File: src/rtl/pc_fetch_unit_if.sv
// Instruction-memory fetch bus between the PC/fetch unit and instruction memory.
// The master issues requests; the slave answers with ack and the fetched word.
interface pc_fetch_unit_if;
  logic        imem_req;
  logic [31:0] imem_addr;
  logic [31:0] imem_rdata;
  logic        imem_ack;

  modport master (
    output imem_req,
    output imem_addr,
    input  imem_rdata,
    input  imem_ack
  );

  modport slave (
    input  imem_req,
    input  imem_addr,
    output imem_rdata,
    output imem_ack
  );
endinterface

File: src/rtl/pc_fetch_unit.sv
// Program counter, next-PC selection and multi-cycle instruction fetch FSM.
// Supplies instr to decode/ctrl and takes back their jump decisions.
module pc_fetch_unit #(
  parameter logic [31:0] RESET_PC = 32'h0000_0000
) (
  input  logic        clk,
  input  logic        rst,
  input  logic        jmp_en,
  input  logic        jmpr_en,
  input  logic        jmpb_en,
  input  logic [31:0] imm,
  input  logic [31:0] data_rs1,
  input  logic        stall,
  pc_fetch_unit_if.master imem,
  output logic [31:0] pc,
  output logic [31:0] pc_plus4,
  output logic [31:0] instr,
  output logic        instr_valid,
  output logic        misalign_err
);

  typedef enum logic [1:0] {
    BOOT,
    FETCH,
    EXEC,
    TRAP
  } state_t;

  localparam logic [31:0] NOP = 32'h0000_0013;

  state_t      state;
  state_t      state_nxt;
  logic [31:0] pc_nxt;
  logic [31:0] instr_nxt;
  logic [31:0] target;
  logic        misalign;

  assign pc_plus4 = pc + 32'd4;

  // JALR outranks JAL/branch; JAL and branch share the pc-relative adder
  always_comb begin
    target = pc_plus4;
    if (jmpr_en) begin
      target = (data_rs1 + imm) & 32'hFFFF_FFFE;
    end else if (jmp_en || jmpb_en) begin
      target = pc + imm;
    end
  end

  assign misalign = |target[1:0];

  always_comb begin
    state_nxt = state;
    pc_nxt    = pc;
    instr_nxt = instr;
    unique case (state)
      BOOT: begin
        state_nxt = FETCH;
      end
      FETCH: begin
        if (imem.imem_ack) begin
          instr_nxt = imem.imem_rdata;
          state_nxt = EXEC;
        end
      end
      EXEC: begin
        if (!stall) begin
          if (misalign) begin
            state_nxt = TRAP;
          end else begin
            pc_nxt    = target;
            state_nxt = FETCH;
          end
        end
      end
      TRAP: begin
        state_nxt = TRAP;
      end
      default: begin
        state_nxt = BOOT;
      end
    endcase
  end

  always_ff @(posedge clk or posedge rst) begin
    if (rst) begin
      state <= BOOT;
      pc    <= RESET_PC;
      instr <= NOP;
    end else begin
      state <= state_nxt;
      pc    <= pc_nxt;
      instr <= instr_nxt;
    end
  end

  // TRAP is only left through reset, so the error flag is naturally sticky
  assign imem.imem_req  = (state == FETCH);
  assign imem.imem_addr = pc;
  assign instr_valid    = (state == EXEC);
  assign misalign_err   = (state == TRAP);

endmodule
File: src/flat_wrapper.sv
// flat-port wrapper written by rule: the top's interface ports become plain ports
module pc_fetch_unit_flat 
#(
  parameter logic [31:0] RESET_PC = 32'h0000_0000
)
  (clk, rst, jmp_en, jmpr_en, jmpb_en, imm, data_rs1, stall, pc, pc_plus4, instr, instr_valid, misalign_err, imem_imem_req, imem_imem_addr, imem_imem_rdata, imem_imem_ack);
  pc_fetch_unit_if imem_i ();
  input  logic clk;
  input  logic rst;
  input  logic jmp_en;
  input  logic jmpr_en;
  input  logic jmpb_en;
  input  logic [31:0] imm;
  input  logic [31:0] data_rs1;
  input  logic stall;
  output logic [31:0] pc;
  output logic [31:0] pc_plus4;
  output logic [31:0] instr;
  output logic instr_valid;
  output logic misalign_err;
  output wire logic [$bits(imem_i.imem_req)-1:0] imem_imem_req;
  output wire logic [$bits(imem_i.imem_addr)-1:0] imem_imem_addr;
  input wire logic [$bits(imem_i.imem_rdata)-1:0] imem_imem_rdata;
  input wire logic [$bits(imem_i.imem_ack)-1:0] imem_imem_ack;
  assign imem_imem_req = imem_i.imem_req;
  assign imem_imem_addr = imem_i.imem_addr;
  assign imem_i.imem_rdata = imem_imem_rdata;
  assign imem_i.imem_ack = imem_imem_ack;
  pc_fetch_unit #(.RESET_PC(RESET_PC)) u_core (.clk(clk), .rst(rst), .jmp_en(jmp_en), .jmpr_en(jmpr_en), .jmpb_en(jmpb_en), .imm(imm), .data_rs1(data_rs1), .stall(stall), .imem(imem_i), .pc(pc), .pc_plus4(pc_plus4), .instr(instr), .instr_valid(instr_valid), .misalign_err(misalign_err));
endmodule
File: config.mk
export PLATFORM = sky130hd
export DESIGN_NAME = pc_fetch_unit_flat
export DESIGN_NICKNAME = d
export VERILOG_FILES = /design/src/rtl/pc_fetch_unit_if.sv /design/src/rtl/pc_fetch_unit.sv /design/src/flat_wrapper.sv
export SDC_FILE = /design/constraint.sdc
export NUM_CORES = 1
export LEC_CHECK = 0
export CAP_MARGIN = 20
export CORE_MARGIN = 2
export CORE_UTILIZATION = 51
export DETAILED_ROUTE_END_ITERATION = 8
export PLACE_DENSITY = 0.88
export SLEW_MARGIN = 20
export SYNTH_ARGS = -nofsm -noshare
export SYNTH_HDL_FRONTEND = slang
export SYNTH_SLANG_ARGS = --single-unit
File: constraint.sdc
create_clock -name clk -period 4.3 [get_ports clk]
set_input_delay 1.29 -clock clk [delete_from_list [all_inputs] [get_ports clk]]
set_output_delay 1.29 -clock clk [all_outputs]
set_load 0.05 [all_outputs]
======== After elaboration in Yosys (flattened, before gate mapping) ========
Cells that the tools add are included.
storage, ports and cells
  bits in registers ....................... 66
  input port bits ......................... 103
  output and inout port bits .............. 131
  word-level logic and storage cells ...... 25
operators by class
  add/sub/neg operators ................... 3
  equal/unequal tests ..................... 5
  multiplexer cells ....................... 6
  bitwise operators ....................... 2
  reductions and logical operators ........ 6
operator list
  operator                 count
  $add A32 B32 Y32         2
  $mux W32                 2
  $add A32 B3 Y32 const B  1
  $pmux W2 S4              1
  $mux W2                  3
  $eq A2 B2 Y1 const B     2
  $reduce_and A2 Y1        2
  $reduce_and A3 Y1        1
  $eq A2 B1 Y1 const B     1
  $logic_not A2 Y1         1
  $ne A2 B1 Y1 const B     1
  $ne A2 B2 Y1 const B     1
  $not A1 Y1               2
  $reduce_or A2 Y1         1
  $logic_or A1 B1 Y1       1

======== Depth between registers and ports, before layout ========
  depth in word-level cells ............... 7
  mapped depth ............................ 10
  depth with buffers taken out ............ 10

======== Worst setup path after synthesis ========
OpenSTA, ideal clock, no wires.
  path type ............................... register to output
  start ................................... register u_core.pc[13] (netlist: u_core.imem.imem_addr[13])
  end ..................................... output port pc_plus4[31]
  data arrival time ....................... 2.772 ns
  required time ........................... 3.010 ns
  setup slack ............................. 0.238 ns
  cell stages (with the launch flop) ...... 8
  buffers on the path ..................... 1
  cell sequence ........................... dfrtp_1 > and4_1 > and4_1 > and3_1 > and3_1 > buf_2 > nand3_1 > xnor2_1
between the ends
  longest elaborated chain between the ends .. 1
ends and longest elaborated chain
  item                      line                 text
  start: declaration        pc_fetch_unit.sv:15  output logic [31:0] pc,
  start signal: assignment  pc_fetch_unit.sv:92  pc <= pc_nxt;
  $add A32 B3 Y32           pc_fetch_unit.sv:38  assign pc_plus4 = pc + 32'd4;
  end: declaration          flat_wrapper.sv:17   output logic [31:0] pc_plus4;
No other way between the ends.

======== Worst setup path in the final report ========
  start ................................... register u_core.pc[2] (netlist: u_core.imem.imem_addr[2])
  end ..................................... output port pc_plus4[10]
Same word-level chain as after synthesis.

==> impl_metrics.py <==
metrics = {
    "timing": {
        "whs_ps": 501,
        "relSlewSlack_pct": 47.6,
        "fin_crit_sh_pct": 95.9,
        "rsz0062_at_grt": "false",
        "period_minus_slack_ps": 4130,
        "fin_worst_skew_ps": 7.06,
        "setup_viol": 0,
        "slew_viol_final": 0,
        "max_freq_mhz": 242,
        "hold_viol": 0,
        "worst_slew_pin_slew_ps": 782,
    },
    "synthesis": {
        "synth_area_leaders": "dfrtp_1 (23%), ha_1 (11%), xnor2_1 (6.3%), mux2_2 (5.2%), o21ai_0 (4.7%)",
        "synth_top_cell_area_share_pct": 22.6,
        "syn_avg_cell_area_um2": 8.39,
        "netlist_area_um2": 6970,
        "syn_inst": 831,
        "async_flop_share_pct": 100,
        "synth.largest_area_cell": "dfrtp_1",
        "ys_seq_area_share_pct": 23.7,
        "synth_edf_count": 0,
        "yosysUniqueCellTypes": 77,
        "yosysWarningCount": 0,
        "yosys.cell_count.top_type": "nand2_1",
        "ys.flop_type": "dfrtp_1",
        "syn_nets": 998,
        "ys_seq_elements": 66,
        "synth_common_cells": "nand2_1 (83), o21ai_0 (65), dfrtp_1 (63)",
    },
    "global_routing": {
        "grt_pass1_vias": 7276,
        "grt_antenna_before_repair": 0,
        "grt.total_usage_pct": 33.3,
        "grt_pass1_wl_um": 38200,
        "grt.overflow.total": 0,
        "grt_max_degree": 33,
    },
    "setup_path": {
        "rrSetupSlack_ps": 1250,
        "crit_type": "reg -> out",
        "endpoint_kind": "primary output",
        "reg2regPathDepth": 11,
        "required_ps": 3010,
        "cpPeakStageDelay_ps": 870,
        "slowest_stage": "clkdlybuf4s50_1",
        "path_cells": "ha_1 -> nand3_1 -> nor2_2 -> xor2_1 -> clkdlybuf4s50_1",
        "worstPathArrival_ps": 2840,
        "path_max_fanout": 7,
        "start_kind": "flip-flop",
        "r2r-end": "u_core.imem.imem_addr[28]",
        "reg2reg_from": "u_core.imem.imem_addr[0]",
    },
    "cells_and_area": {
        "design_area_um2": 9890,
        "insertedDiodeCount": 0,
        "layout-drive-gt1-share_pct": 12.6,
        "nets": 1238,
        "areaGrowthSynthToFinish_pct": 41.8,
    },
    "placed_design": {
        "portBuffers": 233,
        "place_congestion": 0.986,
        "dpl_cell_area_um2": 9550,
        "hpwl_um": 19700,
    },
    "floorplanning": {
        "die_area_um2": 14600,
        "ios": 234,
        "core_um2": 13300,
        "std_cell_rows": 42,
        "start_util_pct": 52.5,
        "die_w_um": 121,
        "fp.dieH_um": 121,
    },
    "clock_tree": {
        "cts_buffers": 9,
        "cts.clk_slew.worst_paths_ps": 60,
        "clock_latency_ps": 340,
        "clkSinkCount": 66,
        "cts.path.max_buffers": 2,
        "cts_tree": "yes",
        "clockRootBuffer": "clkbuf_16",
        "cts_max_level": 3,
    },
    "worst_hold_path": {
        "hold_path_end": "u_core.instr[17]",
        "hold_depth": 1,
        "hold_start": "u_core.instr[17]",
        "hold_path.class": "reg -> reg",
    },
    "power": {
        "p_switching_mw": 2.22,
        "intPower_mw": 2.35,
        "power_frac_seq_pct": 19.5,
        "p_per_area_nw_per_um2": 462,
        "p_sw_share_pct": 48.5,
        "power_mw": 4.57,
        "p_leak_nw": 4.35,
        "p_comb_share_pct": 61.5,
        "ir_drop_v": 0.000292,
        "power.share.clock_pct": 19.0,
    },
    "route": {
        "drc": 0,
        "avgViaCountPerCell": 6.06,
        "antenna_left": 0,
        "wl_per_cell_um": 19.6,
        "firstDrtPassIters": 5,
        "drt-initial-drc-count": 604,
        "wirelength_um": 24600,
        "num_vias": 7582,
    },
    "outcome": {
        "outcome": "complete, no violations",
    },
    "run": {
        "drv_cap": 0,
    },
}
==> metal layers <==
| metal | part of all wire, % | GRT usage, % |
|---|---|---|
| met5 | 0 | 0 |
| met4 | 3.3 | 14.5 |
| met3 | 8.9 | 5.83 |
| met2 | 48 | 55.7 |
| met1 | 40 | 42.0 |
==> registers in the layout, indices dropped and copies added (netlist names) <==
register               count
u_core.instr              32
u_core.state               2
u_core.imem.imem_addr     32
==> cell type report <==
class | instances | area, um2
multi-input combinational | 688 | 4890
fill | 997 | 3400
timing repair buffer | 288 | 2710
sequential | 66 | 1660
clock buffer | 10 | 229
tap | 176 | 220
clock inverter | 6 | 115
inverter | 18 | 67.6
==> critical path: cells and delay by family (launching register included) <==
family | cells | cell delay (ps)
buffers and inverters | 1 | 870
and+or+nand+nor | 2 | 510
DFF | 1 | 480
adders and majority gates | 1 | 300
xor gates and xnor gates | 1 | 330
==> power by group through the flow <==
stage               clock network (mW)  logic, mW  registers, mW
floorplan                            0       1.46           1.35
global placement                     0       2.76          0.890
detailed placement                   0       2.78          0.900
CTS                              0.878       2.80          0.890
global route                     0.902       2.96          0.907
finish                           0.869       2.81          0.892
==> kinds of logic after synthesis <==
logic type,share of synthesized area (%)
compound gates,24.9
buf+inv,6.15
flops,23.7
mux,6.32
xor+xnor,10.2
fa+ha+maj,11.7
simple gates,17.0
==> stage by stage <==
stage	setup WS, ps	setup TNS [ps]	util, %	cells
after floorplan	238	0	-	831
after global routing	54.9	0	74.4	1252
after CTS	33.7	0	74.3	1252
after detailed placement	-108	-127	71.8	1236
final	175	0	74.4	1252
after global placement	25.7	0	71.8	1236
==> worst max path at each step <==
stage	to	slack (ps)	startpoint	cells after the start
floorplan	pc_plus4[31]	240	u_core.imem.imem_addr[13]	7
global placement	u_core.imem.imem_addr[30]	30	imm[0]	12
detailed placement	u_core.imem.imem_addr[30]	-110	imm[0]	12
CTS	pc_plus4[25]	30	u_core.imem.imem_addr[12]	6
global route	u_core.imem.imem_addr[30]	50	imm[0]	12
finish	pc_plus4[10]	170	u_core.imem.imem_addr[2]	5
==> repair_timing <==
item / CTS / global route
buffers inserted: 0 / 0
setup endpoints to repair: 4 / 4
hold buffers: 0 / 0
resized for setup: 4 / 3
==> cells in the final DEF, fill, tap and decap left out, types with 4 or more instances in the layout <==
cell type / instances
clkdlybuf4s50_1: 214
nand2_1: 83
buf_4: 68
o21ai_0: 65
dfrtp_1: 63
ha_1: 62
a21oi_1: 60
xnor2_1: 50
nor2_1: 49
mux2_2: 32
xor2_1: 31
nand3_1: 27
a21o_1: 19
and3_1: 17
inv_1: 16
o211ai_1: 15
a211oi_1: 15
nand4_1: 14
nand2b_1: 11
clkbuf_16: 9
and2_1: 8
a31oi_1: 8
o21a_1: 8
mux2i_1: 8
o31ai_1: 7
o21bai_1: 6
nor3_1: 6
a22oi_1: 5
o21ai_1: 5
nor2b_1: 4
nand3b_1: 4
and4_1: 4
o221ai_1: 4
dlygate4sd2_1: 4
(Power assumes the default switching activity.)
